<file path="src/rtl/fetch_prefetch.sv">
// fetch_prefetch: sequential instruction fetch into a PF_DEPTH-entry prefetch
// queue whose head is presented to decode.
//
// Memory handshake: mem_rd_enable is raised with mem_rd_addr and both are held
// stable until mem_rd_ready is seen high at a rising edge; mem_rd_ready is a
// one-cycle strobe and mem_rd_data is only valid in that cycle. Once issued, a
// request is never abandoned (except by reset). If a flush lands while a
// request is outstanding, the request still completes and its data is dropped.
// Decode handshake: the head is valid while pipeline_valid is high and is
// consumed at an edge where pipeline_valid=1 and stall=0.
module fetch_prefetch #(
    parameter int                ADDR_W   = 32,
    parameter int                INSTR_W  = 32,
    parameter int                PF_DEPTH = 4,   // power of two, at least 2
    parameter logic [ADDR_W-1:0] RESET_PC = '0,
    parameter int                PC_STEP  = 4
) (
    input  logic                      clk,
    input  logic                      reset,
    output logic                      mem_rd_enable,
    output logic [ADDR_W-1:0]         mem_rd_addr,
    input  logic                      mem_rd_ready,
    input  logic [INSTR_W-1:0]        mem_rd_data,
    output logic [ADDR_W-1:0]         PC,
    output logic [INSTR_W-1:0]        instr,
    output logic                      pipeline_valid,
    input  logic                      stall,
    input  logic                      flush,
    input  logic [ADDR_W-1:0]         flush_addr,
    output logic [$clog2(PF_DEPTH):0] fifo_count,
    output logic [1:0]                fsm_state
);

    localparam int PTR_W = $clog2(PF_DEPTH);
    localparam int CNT_W = PTR_W + 1;

    typedef enum logic [1:0] {
        ST_IDLE = 2'd0,
        ST_REQ  = 2'd1,
        ST_DROP = 2'd2
    } state_t;

    state_t              state, state_nxt;
    logic [ADDR_W-1:0]   fetch_pc, fetch_pc_nxt;
    logic [ADDR_W-1:0]   addr_nxt;
    logic [ADDR_W-1:0]   flush_target;
    logic [ADDR_W-1:0]   pc_plus;

    logic [ADDR_W-1:0]   q_pc    [PF_DEPTH];
    logic [INSTR_W-1:0]  q_instr [PF_DEPTH];
    logic [PTR_W-1:0]    rd_ptr, wr_ptr;
    logic [CNT_W-1:0]    count, count_nxt;
    logic                push, pop, has_room;

    // Redirect targets are word aligned; the low two bits are ignored.
    logic [1:0] unused_flush_lsbs;
    assign unused_flush_lsbs = flush_addr[1:0];
    assign flush_target      = {flush_addr[ADDR_W-1:2], 2'b00};
    assign pc_plus           = fetch_pc + ADDR_W'(PC_STEP);

    // Queue bookkeeping: push/pop decisions and the post-edge occupancy.
    always_comb begin
        push      = (state == ST_REQ) && mem_rd_ready && !flush;
        pop       = (count != '0) && !stall && !flush;
        count_nxt = count;
        if (flush) begin
            count_nxt = '0;
        end else if (push && !pop) begin
            count_nxt = count + CNT_W'(1);
        end else if (pop && !push) begin
            count_nxt = count - CNT_W'(1);
        end
        has_room = (count_nxt < CNT_W'(PF_DEPTH));
    end

    // Fetch FSM: next state, next fetch PC, next request address, enable.
    always_comb begin
        state_nxt     = state;
        fetch_pc_nxt  = fetch_pc;
        addr_nxt      = mem_rd_addr;
        mem_rd_enable = 1'b0;
        case (state)
            ST_IDLE: begin
                if (flush) begin
                    fetch_pc_nxt = flush_target;
                    addr_nxt     = flush_target;
                    state_nxt    = ST_REQ;
                end else if (has_room) begin
                    addr_nxt  = fetch_pc;
                    state_nxt = ST_REQ;
                end
            end
            ST_REQ: begin
                mem_rd_enable = 1'b1;
                if (flush) begin
                    fetch_pc_nxt = flush_target;
                    if (mem_rd_ready) begin
                        addr_nxt  = flush_target;
                        state_nxt = ST_REQ;
                    end else begin
                        state_nxt = ST_DROP;
                    end
                end else if (mem_rd_ready) begin
                    fetch_pc_nxt = pc_plus;
                    if (has_room) begin
                        addr_nxt  = pc_plus;
                        state_nxt = ST_REQ;
                    end else begin
                        state_nxt = ST_IDLE;
                    end
                end
            end
            ST_DROP: begin
                // Stale request still in flight: keep its address until it
                // completes, then restart at the (possibly updated) fetch PC.
                mem_rd_enable = 1'b1;
                if (flush) begin
                    fetch_pc_nxt = flush_target;
                end
                if (mem_rd_ready) begin
                    addr_nxt  = fetch_pc_nxt;
                    state_nxt = ST_REQ;
                end
            end
            default: begin
                state_nxt = ST_IDLE;
            end
        endcase
    end

    // FSM state, fetch PC and request address registers.
    always_ff @(posedge clk or negedge reset) begin
        if (!reset) begin
            state       <= ST_IDLE;
            fetch_pc    <= RESET_PC;
            mem_rd_addr <= '0;
        end else begin
            state       <= state_nxt;
            fetch_pc    <= fetch_pc_nxt;
            mem_rd_addr <= addr_nxt;
        end
    end

    // Queue pointers and occupancy; a flush empties the queue.
    always_ff @(posedge clk or negedge reset) begin
        if (!reset) begin
            rd_ptr <= '0;
            wr_ptr <= '0;
            count  <= '0;
        end else if (flush) begin
            rd_ptr <= '0;
            wr_ptr <= '0;
            count  <= '0;
        end else begin
            if (push) begin
                wr_ptr <= wr_ptr + PTR_W'(1);
            end
            if (pop) begin
                rd_ptr <= rd_ptr + PTR_W'(1);
            end
            count <= count_nxt;
        end
    end

    // Queue storage: {address, instruction} written on each accepted response.
    always_ff @(posedge clk) begin
        if (push) begin
            q_pc[wr_ptr]    <= mem_rd_addr;
            q_instr[wr_ptr] <= mem_rd_data;
        end
    end

    // Head outputs are forced to zero while the queue is empty, which also
    // makes them read zero immediately under asynchronous reset.
    always_comb begin
        pipeline_valid = (count != '0);
        PC             = pipeline_valid ? q_pc[rd_ptr]    : '0;
        instr          = pipeline_valid ? q_instr[rd_ptr] : '0;
        fifo_count     = count;
        fsm_state      = state;
    end

endmodule
</file>
<file path="config.mk">
export PLATFORM = sky130hd
export DESIGN_NAME = fetch_prefetch
export DESIGN_NICKNAME = d
export VERILOG_FILES = /design/src/rtl/fetch_prefetch.sv
export SDC_FILE = /design/constraint.sdc
export NUM_CORES = 1
export LEC_CHECK = 0
export CAP_MARGIN = 20
export CORE_ASPECT_RATIO = 0.7
export CORE_MARGIN = 8
export CORE_UTILIZATION = 28
export DETAILED_ROUTE_END_ITERATION = 6
export HOLD_SLACK_MARGIN = 0.02
export SLEW_MARGIN = 20
export SYNTH_ARGS = -nofsm -noshare
export SYNTH_HDL_FRONTEND = slang
export SYNTH_SLANG_ARGS = --single-unit
</file>
<file path="constraint.sdc">
create_clock -name clk -period 8.2 [get_ports clk]
set_input_delay 1.64 -clock clk [delete_from_list [all_inputs] [get_ports clk]]
set_output_delay 1.64 -clock clk [all_outputs]
set_load 0.05 [all_outputs]
</file>
### After elaboration in Yosys (flattened, before gate mapping)

Memory sizes are Yosys's and may differ from the RTL's.
Cells that the tools add are included.

* add/sub/neg operators: 5
* $mul: 0
* div/mod/pow operators: 0
* magnitude comparators: 1
* eq/ne operators: 7
* shift operators: 0
* multiplexer cells: 33
* bitwise logic cells: 0
* reductions and logical operators: 21

Operators with widths (number)
* 32-bit 2-to-1 mux: 12
* 32-bit case mux with 3 select lines: 1
* 32-bit case mux with 2 select lines: 1
* 32-bit by 3-bit adder with 32-bit output (second input constant): 1
* 2-bit 2-to-1 mux: 10
* 3-bit 2-to-1 mux: 4
* 3-bit inequality test (second input constant): 3
* 1-bit logical AND: 6
* 2-bit case mux with 3 select lines: 1
* 2-bit nonzero test: 3
* 3-bit nonzero test: 2
* 5-bit AND reduction: 1
* 2-bit by 1-bit adder with 2-bit output (second input constant): 2
* 1-bit logical NOT: 4
* 1-bit 2-to-1 mux: 4
* 2-bit inequality test (second input constant): 2
* 2-bit OR reduction: 2
* 3-bit by 1-bit adder with 3-bit output (second input constant): 1
* 3-bit < comparator (second input constant): 1
* 3-bit AND reduction: 1
* 3-bit by 1-bit subtractor with 3-bit output (second input constant): 1
* 2-bit by 1-bit equality test with 1-bit output (second input constant): 1
* 2-bit equality test (second input constant): 1
* 2-bit logical NOT: 1
* 2-bit AND reduction: 1

* bits in registers: 73
* bits in latches: 0
* memory bits (writable): 256
* bits in read-only memories: 0
* input port bits: 69
* output and inout port bits: 103
* word-level logic and storage cells: 75
* memories kept: 2

Memories
* q_instr: words 4, width 32, rd ports 1, clocked after memory_dff 0, write ports 1, line 50 `logic [INSTR_W-1:0] q_instr [PF_DEPTH];`
* q_pc: words 4, width 32, rd ports 1, clocked after memory_dff 0, write ports 1, line 49 `logic [ADDR_W-1:0] q_pc [PF_DEPTH];`

### Longest topological paths before layout

Gate-level depths: netlist of run 1.

* depth in word-level cells: 13
* mapped depth: 10
* depth with buffers taken out: 7

### Least setup slack after synthesis of run 1

OpenSTA, ideal clock, no wires.

* path type: input to register
* start point: input mem_rd_ready
* end point: memory q_instr[0][0] (enable)
* setup time: 429 ps
* data arrival time: 3537 ps
* data required time: 7771 ps
* slack: 4234 ps
* stages on the path: 3
* path buffers: 1
* path through: buf_2 -> and3b_1 -> and2_1

* word-level cells in the longest chain between the ends: 4

Ends and longest elaborated chain
* start: declaration: line 22 `input logic mem_rd_ready,`
* 1-bit logical AND (2 in series): line 63 `push = (state == ST_REQ) && mem_rd_ready && !flush;`
* 1-bit 2-to-1 mux: line 167 `if (push) begin`
* 1-bit 2-to-1 mux (implied by the code): line 169 `q_instr[wr_ptr] <= mem_rd_data;`
* end: declaration: line 50

Every way passes these cells.

### Final worst setup path of run 1

* start point: register rd_ptr[0]
* end point: output instr[13]

* word-level cells in the longest chain between the ends: 2

Ends and longest elaborated chain
* start: declaration: line 51 `logic [PTR_W-1:0] rd_ptr, wr_ptr;`
* start signal: assignment: line 159 `rd_ptr <= rd_ptr + PTR_W'(1);`
* memory 4 x 32 bit
* 32-bit 2-to-1 mux: line 178 `instr = pipeline_valid ? q_instr[rd_ptr] : '0;`
* end: declaration: line 25 `output logic [INSTR_W-1:0] instr,`

Every way passes these cells.

==> flow_summary.json, run 1 <==
{
  "worstSetupPathType": "register to output pin",
  "grt_antenna_before_repair": 2,
  "die_h_microns": 207,
  "hold_path_class": "register to register",
  "post-route-min-period_ns": 5.30,
  "synth-seq-area-share_pct": 65.5,
  "power_density_nw_per_um2": 374,
  "timing.critical_path.fanout_max": 40,
  "fmax_mhz": 189,
  "via_density_per_instance": 4.89,
  "most_used_flip_flop_cell_after_synthesis": "sky130_fd_sc_hd__edfxtp_1",
  "syn-cell-area_sq_um": 14500,
  "arrival_ns": 3.66,
  "place_congestion": 0.811,
  "hold_viol": 0,
  "holdBufCountCts": 0,
  "drt-wirelength-per-cell_microns": 20.6,
  "leading_cell_type_in_the_layout_fill_and_taps_excluded": "sky130_fd_sc_hd__edfxtp_1",
  "cts.htree.levels": 2,
  "post-route-util_pct": 35.0,
  "number_of_enable_type_register_cells_in_the_synthesized_netlist": 256,
  "cp-start-kind": "register",
  "port-buffer-count": 169,
  "gr-total-overflow": 0,
  "final_max_slew_viol_count": 0,
  "yosysWarningCount": 0,
  "cts_post_setup_buffers_inserted": 0,
  "worst_ir_drop_vdd_v": 0.000256,
  "grt_use_total_pct": 12.3,
  "ctsLongestPathBuffers": 3,
  "rsz0062_at_grt": "false",
  "clk_transition_reported_paths_ns": 0.06,
  "clock_latency_ns": 0.53,
  "detailedPlacementHpwl_mm": 23.6,
  "vias": 8858,
  "worst_setup_skew_after_layout_ns": 0.0130,
  "ys_types": 65,
  "global_route_wire_length_before_repair_mm": 56.0,
  "synthesis.nets": 1024,
  "top_level_ports": 172,
  "setup-violations-final": 0,
  "post_synthesis_async_set_or_reset_flop_share_pct": 22.2,
  "drt_first_pass_iters": 7,
  "crit_required_ns": 6.56,
  "critical_path_cell_list": "buf_4, mux4_2, and2_1, clkdlybuf4s50_1",
  "drt_iter0_drc": 618,
  "core.rowCount": 70,
  "pin_count_of_the_biggest_net_entering_global_routing": 74,
  "grt_pass1_vias": 9143,
  "final_net_count": 1179,
  "floorplan.core_area_sq_um": 51800,
  "synthCells": 943,
  "post_synthesis_area_per_instance_sq_um": 15.4,
  "cts-buffers-inserted": 36,
  "drcViolationCount": 0,
  "start_util_pct": 28.1,
  "n_fill_cell": 4985,
  "worst_slew_pin_slew_ns": 1.11,
  "crit_path_end_kind": "output pin",
  "leakage_nw": 6.00,
  "final.period_utilization_pct": 64.6,
  "max_cap_viols": 0,
  "area_delta_synth_final_pct": 24.6,
  "route.antenna.remaining_nets": 0,
  "max_stage_delay_ns": 1.00,
  "die-width_microns": 288,
  "cts.sink_count": 329,
  "tns_ns": 0,
  "cts_resized": 0,
  "die_area_sq_um": 59600,
  "normalized_max_slew_margin_pct": 26.3,
  "crit_slowest_cell": "sky130_fd_sc_hd__dfrtp_4",
  "totalWireLength_mm": 37.3,
  "fraction_of_final_layout_cells_with_drive_strength_greater_than_1_pct": 17.5,
  "tritoncts": "yes",
  "post_synthesis_sequential_element_count": 329,
  "ctsRootBufferMaster": "sky130_fd_sc_hd__clkbuf_16",
  "outcome": "finished, final reports clean",
  "final_cell_mix": "256 x sky130_fd_sc_hd__edfxtp_1, 167 x sky130_fd_sc_hd__clkdlybuf4s50_1, 71 x sky130_fd_sc_hd__dfrtp_1"
}
-- power breakdown --
group	internal, W	switching (W)	total (W)
combinational	0.00103	0.00166	0.00268
clock	0.000967	0.000664	0.00163
sequential	0.00212	0.000348	0.00247
-- registers in the layout, summed over array words and instances, names as in the netlist --
signal	flops
q_instr	128
q_pc	128
fetch_pc	32
mem_rd_addr	32
fifo_count	3
fsm_state	2
rd_ptr	2
wr_ptr	2
-- logic make-up after synthesis --
| family | count (synthesis) | synth area share [%] |
|---|---|---|
| flops | 329 | 65.5 |
| simple gates | 243 | 9.56 |
| compound gates | 145 | 6.41 |
| mux | 116 | 13.9 |
| buf+inv | 82 | 2.69 |
| xor+xnor | 16 | 0.964 |
| fa+ha+maj | 12 | 1.03 |
-- cells in the mapped netlist (all sizes together) (4+ instances only) --
cell     count  share of area, %
edfxtp     256                53
and2        73               3.2
dfrtp       73                13
mux4        64               9.9
a21oi       41               1.4
mux2        41               3.2
nor2        38              0.98
nand2       35              0.92
clkbuf      34               1.0
buf         30               1.2
o21ai       27              0.93
nand4       21               1.1
inv         18              0.46
o22ai       16              0.69
nand3       15              0.52
a31oi       14              0.60
nor3        13              0.45
xnor2       13              0.78
ha          12               1.0
nor4        12              0.71
mux2i       11              0.76
and4         6              0.36
nand2b       6              0.26
o31a         6              0.36
o31ai        6              0.31
a2bb2oi      5              0.30
nor2b        5              0.22
or3          5              0.22
or4          4              0.22
-- layer usage --
layer	GRT usage (%)	share of wire, %	up-vias
li1	-	-	3996
met1	16.7	45	4545
met2	19.5	46	267
met3	3.54	7.1	50
met4	2.69	1.7	0
met5	0	0	-
-- critical path, delay by kind of cell, from the launching register on --
kind / cells / cell delay [ns]
buffers and inverters: 2 / 1.31
muxes: 1 / 0.58
DFF: 1 / 1.00
and+or+nand+nor: 1 / 0.18
-- per-stage QoR --
step / setup slack (ns) / area, sq um / cells / hold WS [ns] / power [W]
6_report: 2.90 / 18100 / 1811 / 0.481 / 0.00678
2_1_floorplan: 4.23 / 14500 / 943 / 0.445 / 0.00426
3_3_place_gp: 3.33 / 16900 / 1742 / 0.463 / 0.00517
4_1_cts: 2.76 / 18100 / 1808 / 0.482 / 0.00686
5_1_grt: 2.60 / 18100 / 1811 / 0.513 / 0.00713
3_5_place_dp: 3.34 / 16900 / 1742 / 0.466 / 0.00519
-- final cells by class --
type                            count  area (sq um)  share of cell area (%)
Timing Repair Buffer              181          1810                    10.0
Inverter                           18          67.6                   0.373
Clock inverter                     22           229                    1.26
Sequential cell                   329          9520                    52.6
Multi-Input combinational cell    532          4660                    25.7
Antenna cell                        1          2.50                  0.0138
Clock buffer                       44           962                    5.31
Tap cell                          684           856                    4.73
-- final timing paths --
| kind | from | end | slack [ns] | depth (start not counted) |
|---|---|---|---|---|
| worst min register to register | fetch_pc[1] | fetch_pc[1] | 0.48 | 1 |
| worst max register to register | fsm_state[1] | mem_rd_addr[17] | 5.01 | 8 |
| worst min-delay path | fetch_pc[1] | fetch_pc[1] | 0.48 | 1 |
| max in group asynchronous | reset | fetch_pc[13] | 6.61 | 2 |
| worst max-delay path | rd_ptr[0] | instr[13] | 2.90 | 4 |
| min in group asynchronous | reset | fifo_count[0] | 1.01 | 1 |
(Power assumes the default switching activity.)
==> run 2, diff against run 1 <==
- clock period: 8.2 -> 4.3 ns (I/O delays scaled with it)
==> run 2 against run 1 <==
Against the previous run: combinational power increased by 96%; core utilization is 0.11 points higher; sequential cell count stayed put; sequential power is 88% higher; design area increased by 0.30%; register-to-register slack worse by 3.6 ns; largest power group unchanged; clock power grew 77%; global-route usage is essentially flat.
==> flow_summary.json, run 2 (synthesized netlist as in run 1, its figures left out) <==
{
  "outcome": "finished, final reports clean",
  "top_level_ports": 172,
  "finish.instance_area_sq_um": 18200,
  "die-width_microns": 288,
  "route.antenna.remaining_nets": 0,
  "worst_slew_pin_slew_ns": 0.978,
  "cts-buffers-inserted": 35,
  "r2r_setup_slack_ns": 1.43,
  "drt-wirelength-per-cell_microns": 20.5,
  "clock_latency_ns": 0.52,
  "timing.critical_path.fanout_max": 23,
  "core.rowCount": 70,
  "fraction_of_final_layout_cells_with_drive_strength_greater_than_1_pct": 18.5,
  "floorplan.core_area_sq_um": 51800,
  "grt_use_total_pct": 12.3,
  "area_delta_synth_final_pct": 25.0,
  "leading_cell_type_in_the_layout_fill_and_taps_excluded": "sky130_fd_sc_hd__edfxtp_1",
  "drt_iter0_drc": 739,
  "clk_transition_reported_paths_ns": 0.07,
  "ctsRootBufferMaster": "sky130_fd_sc_hd__clkbuf_16",
  "ctsLongestPathBuffers": 3,
  "start_util_pct": 28.1,
  "global_route_wire_length_before_repair_mm": 55.9,
  "final_max_slew_viol_count": 0,
  "leakage_nw": 6.03,
  "comb_power_share_pct": 41.1,
  "gr-total-overflow": 0,
  "setup-violations-final": 0,
  "worst_setup_skew_after_layout_ns": 0.0174,
  "die_h_microns": 207,
  "rsz0062_at_grt": "false",
  "grt_antenna_before_repair": 2,
  "cts.sink_count": 329,
  "grt-busiest-layer": "met2",
  "tritoncts": "yes",
  "final.period_utilization_pct": 90.9,
  "holdBufCountCts": 0,
  "worstSetupPathType": "register to output pin",
  "final_net_count": 1188,
  "die_area_sq_um": 59600,
  "vias": 8905,
  "post-route-min-period_ns": 3.91,
  "met1_usage_pct": 17.0,
  "detailedPlacementHpwl_mm": 25.1,
  "normalized_max_slew_margin_pct": 34.2,
  "pin_count_of_the_biggest_net_entering_global_routing": 74,
  "use_met2_pct": 18.9,
  "grt_pass1_vias": 8983,
  "worst_ir_drop_vdd_v": 0.000492,
  "power_switching_w": 0.00512,
  "post-route-util_pct": 35.1,
  "tns_ns": 0,
  "drcViolationCount": 0,
  "n_fill_cell": 4937,
  "clk_network_pwr_share_pct": 22.6,
  "arrival_ns": 3.05,
  "placed_cell_area_sq_um": 17100,
  "cts_resized": 0,
  "cts.htree.levels": 2,
  "max_cap_viols": 0,
  "grt_use_met3_pct": 3.28,
  "cts_post_setup_buffers_inserted": 0,
  "drt_first_pass_iters": 5,
  "internal_power_w": 0.00765,
  "totalWireLength_mm": 37.3,
  "port-buffer-count": 169,
  "power_density_nw_per_um2": 703,
  "top_regs": "q_instr x128, q_pc x128",
  "crit_required_ns": 3.44,
  "hold_viol": 0,
  "multi_input_gate_area_in_the_final_layout_sq_um": 4660,
  "seq_power_share_pct": 36.3,
  "hold_path_class": "input port to asynchronous set/reset pin",
  "cp-start-kind": "register",
  "fmax_mhz": 256,
  "crit_path_end_kind": "output pin",
  "via_density_per_instance": 4.89,
  "p_sw_share_pct": 40.1,
  "place_congestion": 0.836,
  "final_cell_mix": "256 x sky130_fd_sc_hd__edfxtp_1, 167 x sky130_fd_sc_hd__clkdlybuf4s50_1, 71 x sky130_fd_sc_hd__dfrtp_1",
  "seqCellArea_sq_um": 9520
}
run 2: changes by cell type in the layout (fill, tap and decap cells not counted), sizes merged, moves of 2 or more:
cell | previous run | this run
inv | 20 | 24
bufinv | 4 | 1
clkinvlp | 7 | 5
clkbuf | 44 | 38
clkinv | 9 | 14
buf | 14 | 24
run 2: power groups by stage:
| stage | logic, W | clock network, W | registers [W] |
|---|---|---|---|
| 2_1_floorplan | 0.00318 | 0 | 0.00495 |
| 3_3_place_gp | 0.00529 | 0 | 0.00469 |
| 3_5_place_dp | 0.00531 | 0 | 0.00472 |
| 4_1_cts | 0.00533 | 0.00299 | 0.00466 |
| 5_1_grt | 0.00559 | 0.00310 | 0.00473 |
| 6_report | 0.00525 | 0.00288 | 0.00464 |
run 2: metal layers:
layer | routed length, microns | part of all wire (%) | up-vias
met3 | 2750 | 7.4 | 54
met5 | 0 | 0 | -
li1 | - | - | 4014
met4 | 760 | 2.0 | 0
met2 | 16800 | 45 | 273
met1 | 17000 | 46 | 4564
run 2: worst max-delay path, cell delays in order (launching register included):
cell and delay, ns:
sky130_fd_sc_hd__dfrtp_1 0.43, sky130_fd_sc_hd__inv_1 0.08, sky130_fd_sc_hd__ha_1 0.23, sky130_fd_sc_hd__nand2b_2 0.48, sky130_fd_sc_hd__buf_4 0.29, sky130_fd_sc_hd__and2_1 0.15, sky130_fd_sc_hd__clkdlybuf4s50_1 0.80
run 2: path summary, 6_finish.rpt:
check,from,to,depth (start not counted)
worst min-delay path,reset,wr_ptr[1],1
worst max-delay path,fifo_count[1],PC[10],6
worst max register to register,fsm_state[1],mem_rd_addr[18],7
max in group asynchronous,reset,rd_ptr[1],1
min in group clk,fetch_pc[0],fetch_pc[0],1
worst min register to register,fetch_pc[0],fetch_pc[0],1
run 2: metrics by stage:
stage	cells	hold WS, ns	worst slack (ns)	total power [W]
2_1_floorplan	943	0.445	1.11	0.00813
3_3_place_gp	1754	0.462	0.871	0.00997
3_5_place_dp	1754	0.481	0.862	0.0100
4_1_cts	1818	0.495	0.294	0.0130
5_1_grt	1820	0.387	0.210	0.0134
6_report	1820	0.336	0.392	0.0128
run 2: area by class of cell:
class / instances / area share, %
Tap cell: 684 / 4.71
Antenna cell: 2 / 0.0276
Timing Repair Buffer: 191 / 10.8
Multi-Input combinational cell: 532 / 25.6
Sequential cell: 329 / 52.4
Clock buffer: 38 / 4.88
Clock inverter: 26 / 1.13
Inverter: 18 / 0.372
